==> config.mk <==
export PLATFORM = sky130hd
export DESIGN_NAME = cozy_lsu
export DESIGN_NICKNAME = d
export VERILOG_FILES = /design/src/rtl/cozy_pkg.sv /design/src/rtl/cozy_lsu_lane.sv /design/src/rtl/cozy_lsu.sv
export SDC_FILE = /design/constraint.sdc
export NUM_CORES = 1
export LEC_CHECK = 0
export CORE_MARGIN = 5
export CORE_UTILIZATION = 57
export DETAILED_ROUTE_END_ITERATION = 10
export GPL_TIMING_DRIVEN = 0
export PLACE_DENSITY = 0.9
export SETUP_SLACK_MARGIN = 0.3
export SLEW_MARGIN = 5
export SYNTH_ARGS = -nofsm -noshare
export SYNTH_HDL_FRONTEND = slang
export SYNTH_SLANG_ARGS = --single-unit
export TNS_END_PERCENT = 50
==> constraint.sdc <==
create_clock -name clk -period 5.05 [get_ports clk]
set_input_delay 0.7575 -clock clk [delete_from_list [all_inputs] [get_ports clk]]
set_output_delay 0.7575 -clock clk [all_outputs]
set_load 0.02 [all_outputs]
==> src/rtl/cozy_pkg.sv <==
// Shared definitions for the cozy load/store unit: FSM states, byte-enable
// codes and effective-address arithmetic.
package cozy_pkg;

  typedef enum logic [1:0] {
    ST_IDLE = 2'd0,
    ST_ACC0 = 2'd1,
    ST_ACC1 = 2'd2,
    ST_WB   = 2'd3
  } lsu_state_t;

  localparam logic [1:0] BE_LO = 2'b01;
  localparam logic [1:0] BE_HI = 2'b10;
  localparam logic [1:0] BE_W  = 2'b11;

  // Byte address = base + sign-extended displacement, wrapping at 64 KiB.
  function automatic logic [15:0] calc_ea(input logic [15:0] base, input logic [7:0] off);
    return base + {{8{off[7]}}, off};
  endfunction

endpackage

==> src/rtl/cozy_lsu_lane.sv <==
// Combinational lane steering for the LSU.
// Store side: write data and byte enables for a beat. Load side: byte merge and extension.
module cozy_lsu_lane
  import cozy_pkg::*;
(
  input  logic        st_ea0,
  input  logic        st_byte,
  input  logic        st_beat2,
  input  logic [15:0] st_data,
  output logic [1:0]  st_be,
  output logic [15:0] st_wdata,
  input  logic        ld_ea0,
  input  logic        ld_byte,
  input  logic        ld_beat2,
  input  logic        ld_signed,
  input  logic [15:0] ld_asm,
  input  logic [15:0] ld_rdata,
  output logic [15:0] ld_asm_next,
  output logic [15:0] ld_result
);

  // Store beat: bytes are replicated on both lanes, so only the enable selects the target.
  always_comb begin
    st_be    = BE_W;
    st_wdata = st_data;
    if (st_byte) begin
      st_be    = st_ea0 ? BE_HI : BE_LO;
      st_wdata = {st_data[7:0], st_data[7:0]};
    end else if (st_ea0 && !st_beat2) begin
      st_be    = BE_HI;
      st_wdata = {st_data[7:0], st_data[7:0]};
    end else if (st_ea0 && st_beat2) begin
      st_be    = BE_LO;
      st_wdata = {st_data[15:8], st_data[15:8]};
    end else begin
      st_be    = BE_W;
      st_wdata = st_data;
    end
  end

  // Load beat: pull the enabled lane into its place in the assembly word.
  always_comb begin
    ld_asm_next = ld_rdata;
    ld_result   = ld_rdata;
    if (ld_byte) begin
      ld_asm_next = {8'h00, (ld_ea0 ? ld_rdata[15:8] : ld_rdata[7:0])};
    end else if (!ld_ea0) begin
      ld_asm_next = ld_rdata;
    end else if (ld_beat2) begin
      ld_asm_next = {ld_rdata[7:0], ld_asm[7:0]};
    end else begin
      ld_asm_next = {ld_asm[15:8], ld_rdata[15:8]};
    end
    if (ld_byte) begin
      ld_result = {{8{ld_signed & ld_asm_next[7]}}, ld_asm_next[7:0]};
    end else begin
      ld_result = ld_asm_next;
    end
  end

endmodule

==> src/rtl/cozy_lsu.sv <==
// Load/store unit: latches an op, runs one or two bus beats (unaligned words
// split into two byte beats) and writes load results back to the regfile.
module cozy_lsu
  import cozy_pkg::*;
#(
  parameter int TIMEOUT = 255,
  parameter int TO_W    = 8
) (
  input  logic        clk,
  input  logic        rst_n,
  input  logic        start,
  input  logic        is_store,
  input  logic        is_byte,
  input  logic        ld_signed,
  input  logic [7:0]  offset,
  input  logic [15:0] base,
  input  logic [15:0] sdata,
  input  logic [3:0]  dst_sel,
  output logic        busy,
  output logic        done,
  output logic        err,
  output logic [3:0]  rD_sel,
  output logic        rD_we,
  output logic [15:0] rD_in,
  output logic        mem_req,
  output logic        mem_we,
  output logic [14:0] mem_addr,
  output logic [1:0]  mem_be,
  output logic [15:0] mem_wdata,
  input  logic        mem_ack,
  input  logic [15:0] mem_rdata
);

  localparam logic [TO_W-1:0] TO_LAST = TO_W'(TIMEOUT - 1);
  localparam bit              TO_EN   = (TIMEOUT != 0);

  lsu_state_t      r_state;
  logic [15:0]     r_ea;
  logic            r_is_store;
  logic            r_is_byte;
  logic            r_signed;
  logic [15:0]     r_sdata;
  logic [3:0]      r_dst;
  logic [15:0]     r_asm;
  logic [TO_W-1:0] r_cnt;

  logic [15:0] w_ea;
  logic        w_idle;
  logic        w_split;
  logic [1:0]  w_be;
  logic [15:0] w_wdata;
  logic [15:0] w_asm_next;
  logic [15:0] w_ld_result;

  assign w_ea    = calc_ea(base, offset);
  assign w_idle  = (r_state == ST_IDLE);
  assign w_split = !r_is_byte && r_ea[0];

  // In IDLE the store lane sees the incoming op (first beat); afterwards it prepares beat two.
  cozy_lsu_lane u_lane (
    .st_ea0      (w_idle ? w_ea[0] : r_ea[0]),
    .st_byte     (w_idle ? is_byte : r_is_byte),
    .st_beat2    (!w_idle),
    .st_data     (w_idle ? sdata : r_sdata),
    .st_be       (w_be),
    .st_wdata    (w_wdata),
    .ld_ea0      (r_ea[0]),
    .ld_byte     (r_is_byte),
    .ld_beat2    (r_state == ST_ACC1),
    .ld_signed   (r_signed),
    .ld_asm      (r_asm),
    .ld_rdata    (mem_rdata),
    .ld_asm_next (w_asm_next),
    .ld_result   (w_ld_result)
  );

  // Op sequencer, timeout counter and all registered outputs.
  always_ff @(posedge clk or negedge rst_n) begin
    if (!rst_n) begin
      r_state    <= ST_IDLE;
      r_ea       <= 16'h0000;
      r_is_store <= 1'b0;
      r_is_byte  <= 1'b0;
      r_signed   <= 1'b0;
      r_sdata    <= 16'h0000;
      r_dst      <= 4'h0;
      r_asm      <= 16'h0000;
      r_cnt      <= '0;
      busy       <= 1'b0;
      done       <= 1'b0;
      err        <= 1'b0;
      rD_sel     <= 4'h0;
      rD_we      <= 1'b0;
      rD_in      <= 16'h0000;
      mem_req    <= 1'b0;
      mem_we     <= 1'b0;
      mem_addr   <= 15'h0000;
      mem_be     <= 2'b00;
      mem_wdata  <= 16'h0000;
    end else begin
      done   <= 1'b0;
      err    <= 1'b0;
      rD_we  <= 1'b0;
      rD_sel <= 4'h0;
      rD_in  <= 16'h0000;
      case (r_state)
        ST_IDLE: begin
          if (start) begin
            r_state    <= ST_ACC0;
            r_ea       <= w_ea;
            r_is_store <= is_store;
            r_is_byte  <= is_byte;
            r_signed   <= ld_signed;
            r_sdata    <= sdata;
            r_dst      <= dst_sel;
            r_asm      <= 16'h0000;
            r_cnt      <= '0;
            busy       <= 1'b1;
            mem_req    <= 1'b1;
            mem_we     <= is_store;
            mem_addr   <= w_ea[15:1];
            mem_be     <= w_be;
            mem_wdata  <= w_wdata;
          end
        end
        ST_ACC0, ST_ACC1: begin
          if (!mem_req) begin
            // Idle gap between the two beats of a split access.
            mem_req <= 1'b1;
          end else if (mem_ack) begin
            mem_req <= 1'b0;
            r_asm   <= w_asm_next;
            r_cnt   <= '0;
            if ((r_state == ST_ACC0) && w_split) begin
              r_state   <= ST_ACC1;
              mem_addr  <= r_ea[15:1] + 15'd1;
              mem_be    <= w_be;
              mem_wdata <= w_wdata;
            end else begin
              r_state <= ST_WB;
              done    <= 1'b1;
              if (!r_is_store) begin
                rD_we  <= 1'b1;
                rD_sel <= r_dst;
                rD_in  <= w_ld_result;
              end
            end
          end else if (TO_EN && (r_cnt == TO_LAST)) begin
            r_state <= ST_IDLE;
            mem_req <= 1'b0;
            mem_we  <= 1'b0;
            busy    <= 1'b0;
            err     <= 1'b1;
          end else begin
            r_cnt <= r_cnt + {{(TO_W-1){1'b0}}, 1'b1};
          end
        end
        ST_WB: begin
          r_state <= ST_IDLE;
          busy    <= 1'b0;
          mem_we  <= 1'b0;
        end
        default: begin
          r_state <= ST_IDLE;
          busy    <= 1'b0;
          mem_req <= 1'b0;
        end
      endcase
    end
  end

endmodule

==> results of run 1 <==
[worst max-delay path by stage]
stage,cells after the start,endpoint,slack [ns]
global route,8,mem_addr[11],1.89
CTS,8,mem_addr[11],2.04
floorplan,7,mem_addr[11],2.53
finish,8,mem_addr[11],1.98
global placement,1,mem_addr[5],-1.41
detailed placement,8,mem_addr[11],1.61
[cell families after synthesis]
| family | count (synthesis) | share of synthesized area (%) |
|---|---|---|
| flops | 124 | 46.8 |
| simple gates | 200 | 13.7 |
| buf+inv | 46 | 2.90 |
| mux | 74 | 12.0 |
| xor+xnor | 32 | 4.22 |
| compound gates | 173 | 16.0 |
| fa+ha+maj | 23 | 4.45 |
[routing by layer]
layer | up-vias | global-route usage (%)
met5 | - | 0
li1 | 2671 | -
met4 | 0 | 13.2
met2 | 303 | 46.6
met3 | 59 | 7.54
met1 | 2942 | 34.4
[layout by cell type, fill, tap and decap left out, types with 15 or more instances in the layout]
cell             count
ha_1                22
and2_1              15
clkbuf_1            20
clkbuf_16           17
clkdlybuf4s50_1    124
mux2i_1             33
nor2_1              50
nand2_1             82
mux2_2              40
a21oi_1             54
xor2_1              20
o21ai_0             65
dfrtp_1            124
[area by class of cell]
type	instances	area share (%)
inverter	13	0.560
sequential	124	35.6
multi-input combinational	502	38.3
clock inverter	13	1.92
buffer	33	1.65
clock buffer	19	5.20
tap	143	2.05
timing repair buffer	126	14.7
[state kept, by name, indices dropped and copies added (netlist names), 2 cells and up]
register,cells
r_ea,16
mem_wdata,16
r_sdata,16
r_asm,16
mem_addr,15
rD_in,16
r_state,2
mem_be,2
rD_sel,4
r_dst,4
r_cnt,8
[through the flow]
stage | power [mW] | setup slack (ns) | cell area [um2]
2_1_floorplan | 3.21 | 2.53 | 6640
3_3_place_gp | 4.03 | -1.41 | 8070
3_5_place_dp | 4.15 | 1.61 | 8100
4_1_cts | 5.48 | 2.04 | 8720
5_1_grt | 5.82 | 1.89 | 8720
6_report | 5.50 | 1.98 | 8720
[report_power, final]
part	switching (mW)	internal (mW)	leakage, nW
sequential	0.283	1.39	1.59
combinational	1.51	1.05	1.93
clock	0.468	0.802	0.287
total	2.26	3.24	3.80
==> impl_metrics.toml, run 1 <==
[outcome]
status = "completed"

[sta]
finalMaxSlewViolations = 0
hold_violations = 0
fin_hold_ws_ns = 0.190
fin_skew_ns = 0.00869
setup_viol = 0
rsz0062_at_grt = "false"
worstMarginPinSlew_ns = 0.750
min_period_ns = 3.07
setup-tns-final_ns = 0
fin_crit_sh_pct = 60.8
fmax_ghz = 0.326
max_slew_margin_pct = 50.0

[global_routing]
grtUsageTotal_pct = 28.2
overflow = 0
grt_pass1_vias = 6307
grt_pass1_wl_um = 31900
antenna_found_initial = 0
grt_start_max_net_pins = 98

[setup_path]
rr_worst_depth = 7
cp-start-kind = "input pin"
worstSetupEndpointType = "flop"
crit_type = "input pin to flop"
cp-startpoint = "offset[7]"
worstPathMaxFanout = 9
reg2reg_from = "r_state[0]"
arrival_ns = 3.37
worstPathRequired_ns = 5.35
crit_chain = "clkdlybuf4s50_1 -> ha_1 -> a21o_1 -> a221o_1 -> a21bo_1 -> a31oi_1 -> o22ai_1 -> a221o_1"
r2r_end = "rD_in[8]"
slowest_delay_ns = 0.60
rrSetupSlack_ns = 2.39
cp_top_family = "compound AO/OA/AOI/OAI gates"
slowest_stage = "clkdlybuf4s50_1"
worst-path-buf-inv = 1
cpMostUsedCell = "a221o_1"

[route]
dr.first_iter.drc_count = 675
top_layer_used = "met4"
met1Wirelength_um = 7640
avgRoutedWirePerCell_um = 19.8
via_per_inst = 6.14
dr_wl_met2_um = 9540
num_vias = 5975
first_pass_iters = 5
met3WireLength_um = 1440
wirelength_um = 19200
drc = 0
drtAntennaViolNets = 0

[finish]
antenna_cells = 0
drive_gt1_share_pct = 11.3
final_core_util_pct = 76.3
fillers = 764
area_growth_pct = 31.3
multi_input_area_um2 = 3340
layout.cells.non_filler = 973
seq_area_um2 = 3100
finish.net_count = 907

[clock_tree]
numCtsBuffers = 17
cts_buffer_depth = 2
clk_latency_ns = 0.43
clkSlewWorstSetupHoldPaths_ns = 0.06
clock_sinks = 124
post_cts_buffers = 0
postCtsResizedCells = 0
cts_hold_buf = 0
cts_tree = "built"
htree_levels = 4
cts-root-buf = "clkbuf_16"

[floorplanning]
core_um2 = 11400
rows = 39
die_h_um = 118
initial_utilization_pct = 58.1
io_pins = 126
die_x_um = 118
die_area_um2 = 13900

[synth]
synthTopCellsByCount = "dfrtp_1, nand2_1, o21ai_0, a21oi_1, nor2_1"
avgSynthCellArea_um2 = 9.88
yosysWarnings = 0
synth_top_cell_by_area = "dfrtp_1"
yosysSeqAreaShare_pct = 46.8
synth-edff-count = 0
synth_cell_type_count = 60
synth_area_leaders = "dfrtp_1, mux2_2, mux2i_1, o21ai_0, nand2_1"
synth_top_area_share_pct = 46.8
syn-num-nets = 762
synth_most_common_cell = "dfrtp_1"
synthArstFlopShare_pct = 100
synth_ff_type = "dfrtp_1"
syn-cell-area_um2 = 6640
syn_inst = 672
synth_seq_cells = 124

[place]
dp.cells = 941
hpwl_um = 13500
port_buffers = 125
globalplace.congestion = 0.884

[power_and_ir_drop]
leakage_nw = 3.80
power_density_nw_per_um2 = 631
vdd_drop_max_mv = 0.424

[run]
max_cap_violations = 0

[hold_path]
hp-class = "input pin to asynchronous set/reset pin"
(Power assumes the default switching activity.)
==> run 2: changes to the inputs <==
CORE_UTILIZATION = 53   (was 57)
PLACE_DENSITY = 0.85   (was 0.9)
clock period = 2.9 ns   (was 5.05 ns; I/O delays follow)
==> run 2 against run 1 <==
Net effect:
- final area is essentially flat
- via count shrank 0.85%
- power grew 71%
- critical path depth is the same
- final cell count grew 2.5%
- clock skew shrank 0.00079 ns
==> impl_metrics.toml, run 2 (synthesized netlist as in run 1, its figures left out) <==
[sta]
max_slew_margin_pct = 53.0
fin_skew_ns = 0.00790
setup_viol = 0
fmax_ghz = 0.403
worstMarginPinSlew_ns = 0.705
fin_crit_sh_pct = 85.6
finalMaxSlewViolations = 0
rsz0062_at_grt = "true"
fin_hold_ws_ns = 0.471
min_period_ns = 2.48
hold_violations = 0

[global_routing]
overflow = 0
antenna_found_initial = 0
grt_pass1_wl_um = 30000
grt_start_max_net_pins = 96
grtUsageTotal_pct = 25.5
grt_pass1_vias = 6059

[route]
avgRoutedWirePerCell_um = 18.7
drc = 0
wirelength_um = 18700
drtAntennaViolNets = 0
first_pass_iters = 5
dr.first_iter.drc_count = 556
num_vias = 5924
via_per_inst = 5.94

[finish]
antenna_cells = 0
final_common_cell = "dfrtp_1"
final_core_util_pct = 71.7
seq_area_um2 = 3100
area_growth_pct = 31.4
fillers = 861
drive_gt1_share_pct = 11.3
multi_input_area_um2 = 3360
layout_common_cells = "dfrtp_1, clkdlybuf4s50_1, nand2_1"
layout.cells.non_filler = 997
finish.net_count = 908

[setup_path]
worst-path-buf-inv = 4
cp-start-kind = "flop"
worstSetupPathDepth = 8
worstPathMaxFanout = 10
crit_type = "flop to flop"
cpMostUsedCell = "inv_1"
cp_top_family = "buffers and inverters"
slowest_delay_ns = 0.45
crit_chain = "inv_1 -> ha_1 -> buf_2 -> inv_1 -> clkbuf_1 -> nor2_1 -> a21oi_1 -> o21ai_0"
worstPathRequired_ns = 3.17
reg2reg_from = "r_state[0]"
slowest_stage = "clkbuf_1"
cp-startpoint = "r_state[0]"
arrival_ns = 2.75
rrSetupSlack_ns = 0.42
cp-endpoint = "mem_addr[4]"
r2r_end = "mem_addr[4]"
rr_worst_depth = 8
worstSetupEndpointType = "flop"

[place]
hpwl_um = 13300
port_buffers = 125
globalplace.congestion = 0.963
dp.cells = 966

[clock_tree]
clkSlewWorstSetupHoldPaths_ns = 0.06
cts_buffer_depth = 2
clk_latency_ns = 0.41
cts_tree = "built"
cts-root-buf = "clkbuf_16"
htree_levels = 4
numCtsBuffers = 17
clock_sinks = 124
post_cts_buffers = 0

[floorplanning]
io_pins = 126
die_h_um = 122
initial_utilization_pct = 54.6
core_um2 = 12200
die_x_um = 122
rows = 40
die_area_um2 = 14900

[power_and_ir_drop]
vdd_drop_max_mv = 0.724
power.total_mw = 9.43
leakage_nw = 3.80
power_density_nw_per_um2 = 1080

[hold_path]
hp-class = "input pin to asynchronous set/reset pin"

[run]
max_cap_violations = 0

[outcome]
status = "completed"
run 2: through the flow:
step	area (um2)	setup slack [ns]	setup TNS (ns)
after floorplan	6640	0.705	0
after global placement	8100	-3.28	-405.91
after detailed placement	8130	-0.202	-0.417
after CTS	8710	0.287	0
after global routing	8720	0.271	0
final	8720	0.418	0
run 2: what timing repair did:
item	CTS	global route
endpoints found under the setup margin	19	32
endpoints found under the hold margin	29	0
pin swaps	0	0
hold buffers	1	0
gates resized for setup	4	5
run 2: final cells by class:
type / count / share of cell area, %
Multi-Input combinational cell: 502 / 38.5
Sequential cell: 124 / 35.6
Timing Repair Buffer: 127 / 14.8
Clock buffer: 23 / 5.48
Tap cell: 168 / 2.41
Buffer: 33 / 1.68
Clock inverter: 7 / 1.03
Inverter: 13 / 0.560
run 2: per-layer routing:
layer | vias to the layer above | GRT usage, % | share of wire [%]
met5 | - | 0 | 0
met4 | 0 | 8.75 | 2.4
met3 | 45 | 7.06 | 7.6
met2 | 277 | 41.7 | 49
met1 | 2924 | 32.8 | 41
li1 | 2678 | - | -
run 2: report_power, final:
part	total (mW)	internal (mW)	switching (mW)	leakage (nW)
logic	4.47	1.84	2.63	1.94
clock network	2.06	1.32	0.740	0.275
registers	2.90	2.42	0.483	1.59
run 2: worst min path at each step:
| stage | slack, ns | from | endpoint |
|---|---|---|---|
| final | 0.47 | rst_n | r_dst[1] |
| after global routing | 0.49 | rst_n | r_dst[0] |
| after detailed placement | 0.33 | rst_n | r_dst[1] |
| after CTS | 0.48 | r_asm[13] | r_asm[13] |
| after floorplan | 0.14 | rst_n | busy |
| after global placement | 0.46 | mem_addr[5] | mem_addr[5] |
==> run 3: changes to the inputs <==
ABC_CLOCK_PERIOD_IN_PS = 2900   (was unset)
CORE_UTILIZATION = 41   (was 53)
PLACE_DENSITY = 0.69   (was 0.85)
==> run 3 against run 2 <==
Net effect:
- worst hold slack improved by 0.0033 ns
- sequential share of layout area fell by 0.56 points
- critical path depth fell by 1
- global-route usage fell by 5.5 points
- non-clock buffer count did not move
- routed wire length fell by 3.0%
- clock power rose by 11%
- sequential power barely moved
- flip-flop and latch count did not move
- worst setup slack got worse by 0.024 ns
- via count fell by 6.0%
- register-to-register slack got worse by 0.02 ns
- critical path type unchanged
==> impl_metrics.toml, run 3 (synthesized netlist as in run 1, its figures left out) <==
[sta]
setup_viol = 0
fin_skew_ns = 0.00603
finalMaxSlewViolations = 0
fmax_ghz = 0.399
min_period_ns = 2.51
fin_crit_sh_pct = 86.4
rsz0062_at_grt = "true"
worstMarginPinSlew_ns = 0.715
hold_violations = 0
max_slew_margin_pct = 52.3

[floorplanning]
rows = 46
die_x_um = 137
die_h_um = 137
io_pins = 126
die_area_um2 = 18800
initial_utilization_pct = 41.8
core_um2 = 15900

[place]
hpwl_um = 12900
globalplace.congestion = 0.890
post_dp_cell_area_um2 = 8190
port_buffers = 125

[setup_path]
worstPathRequired_ns = 3.25
crit_chain = "inv_1 -> ha_1 -> buf_2 -> nand3_1 -> nor3_2 -> clkbuf_1 -> and2_1"
slowest_delay_ns = 0.42
crit_type = "flop to flop"
cp_top_family = "simple AND/OR/NAND/NOR gates"
slowest_stage = "dfrtp_1"
worstSetupEndpointType = "flop"
worstPathMaxFanout = 10
worst-path-buf-inv = 3
arrival_ns = 2.86
cp-start-kind = "flop"

[global_routing]
grt_pass1_vias = 5572
grtUsageTotal_pct = 20.0
top_usage_layer = "met2"
met3_usage_pct = 5.15
antenna_found_initial = 0
use_met1_pct = 28.2
overflow = 0
grt_start_max_net_pins = 80
grt_pass1_wl_um = 29200
grtUsageMet2_pct = 30.3

[finish]
postLayoutCellArea_um2 = 8860
finish.net_count = 908
drive_gt1_share_pct = 12.0
fillers = 1416
final_common_cell = "dfrtp_1"
final_core_util_pct = 55.8
antenna_cells = 0
area_growth_pct = 33.5
layout_common_cells = "dfrtp_1, clkdlybuf4s50_1, nand2_1"

[clock_tree]
post_cts_buffers = 0
cts-root-buf = "clkbuf_16"
htree_levels = 4
clk_latency_ns = 0.42
clkSlewWorstSetupHoldPaths_ns = 0.06
cts_buffer_depth = 2
clock_sinks = 124
numCtsBuffers = 17
cts_tree = "built"

[route]
via_per_inst = 5.32
drtAntennaViolNets = 0
num_vias = 5571
wirelength_um = 18100
dr.first_iter.drc_count = 390
drc = 0
first_pass_iters = 4
avgRoutedWirePerCell_um = 17.3

[power_and_ir_drop]
power_density_nw_per_um2 = 1080
vdd_drop_max_mv = 0.765
leakage_nw = 3.84
power.total_mw = 9.57

[hold_path]
hp-class = "flop to flop"

[outcome]
status = "completed"

[run]
max_cap_violations = 0
==> run 3: path summary, 6_finish.rpt <==
| check | from | endpoint | slack [ns] | cells past startpoint |
|---|---|---|---|---|
| min in group asynchronous | rst_n | rD_in[10] | 0.52 | 2 |
| max | r_state[0] | rD_in[5] | 0.39 | 7 |
| min | r_dst[1] | rD_sel[1] | 0.47 | 1 |
| min reg2reg | r_dst[1] | rD_sel[1] | 0.47 | 1 |
| max reg2reg | r_state[0] | rD_in[5] | 0.39 | 7 |
| max in group asynchronous | rst_n | r_sdata[12] | 1.64 | 3 |
==> run 3: final cells by class <==
| class | instances | area [um2] | area share [%] |
|---|---|---|---|
| clock buffers | 21 | 470 | 5.31 |
| inverters | 13 | 48.8 | 0.551 |
| flip-flops and latches | 124 | 3100 | 35.0 |
| clock inverters | 11 | 165 | 1.86 |
| well taps | 216 | 270 | 3.05 |
| plain buffers | 33 | 148 | 1.67 |
| repair buffers | 127 | 1290 | 14.6 |
| multi-input cells | 502 | 3360 | 37.9 |
==> run 3: through the flow <==
| step | hold slack, ns | instances | TNS (ns) | worst slack, ns |
|---|---|---|---|---|
| floorplan | 0.139 | 672 | 0 | 0.705 |
| global placement | 0.456 | 1013 | -446.82 | -3.61 |
| detailed placement | 0.398 | 1014 | -0.589 | -0.217 |
| CTS | 0.479 | 1047 | 0 | 0.201 |
| global route | 0.497 | 1047 | 0 | 0.202 |
| finish | 0.475 | 1047 | 0 | 0.395 |
==> run 3: repair_timing <==
action,in CTS,in global routing
hold endpoints to repair,45,0
endpoints found under the setup margin,25,45
resized for setup,1,12
hold buffers,1,0
==> run 3: worst register-to-register path: cells and delay by family, from the launching register on <==
family | cells | cell delay (ns)
fa+ha+maj | 1 | 0.40
simple gates | 3 | 0.83
buf+inv | 3 | 0.79
flops | 1 | 0.42
==> run 3: where the power goes <==
group | switching (mW) | internal (mW) | leakage (nW)
clock network | 0.776 | 1.50 | 0.301
registers | 0.450 | 2.42 | 1.59
logic | 2.58 | 1.84 | 1.95
==> run 3: metal layers <==
metal,vias up,routed length (um)
met5,-,0
met4,0,236
met3,19,1190
met2,172,8240
met1,2706,8430
li1,2674,-
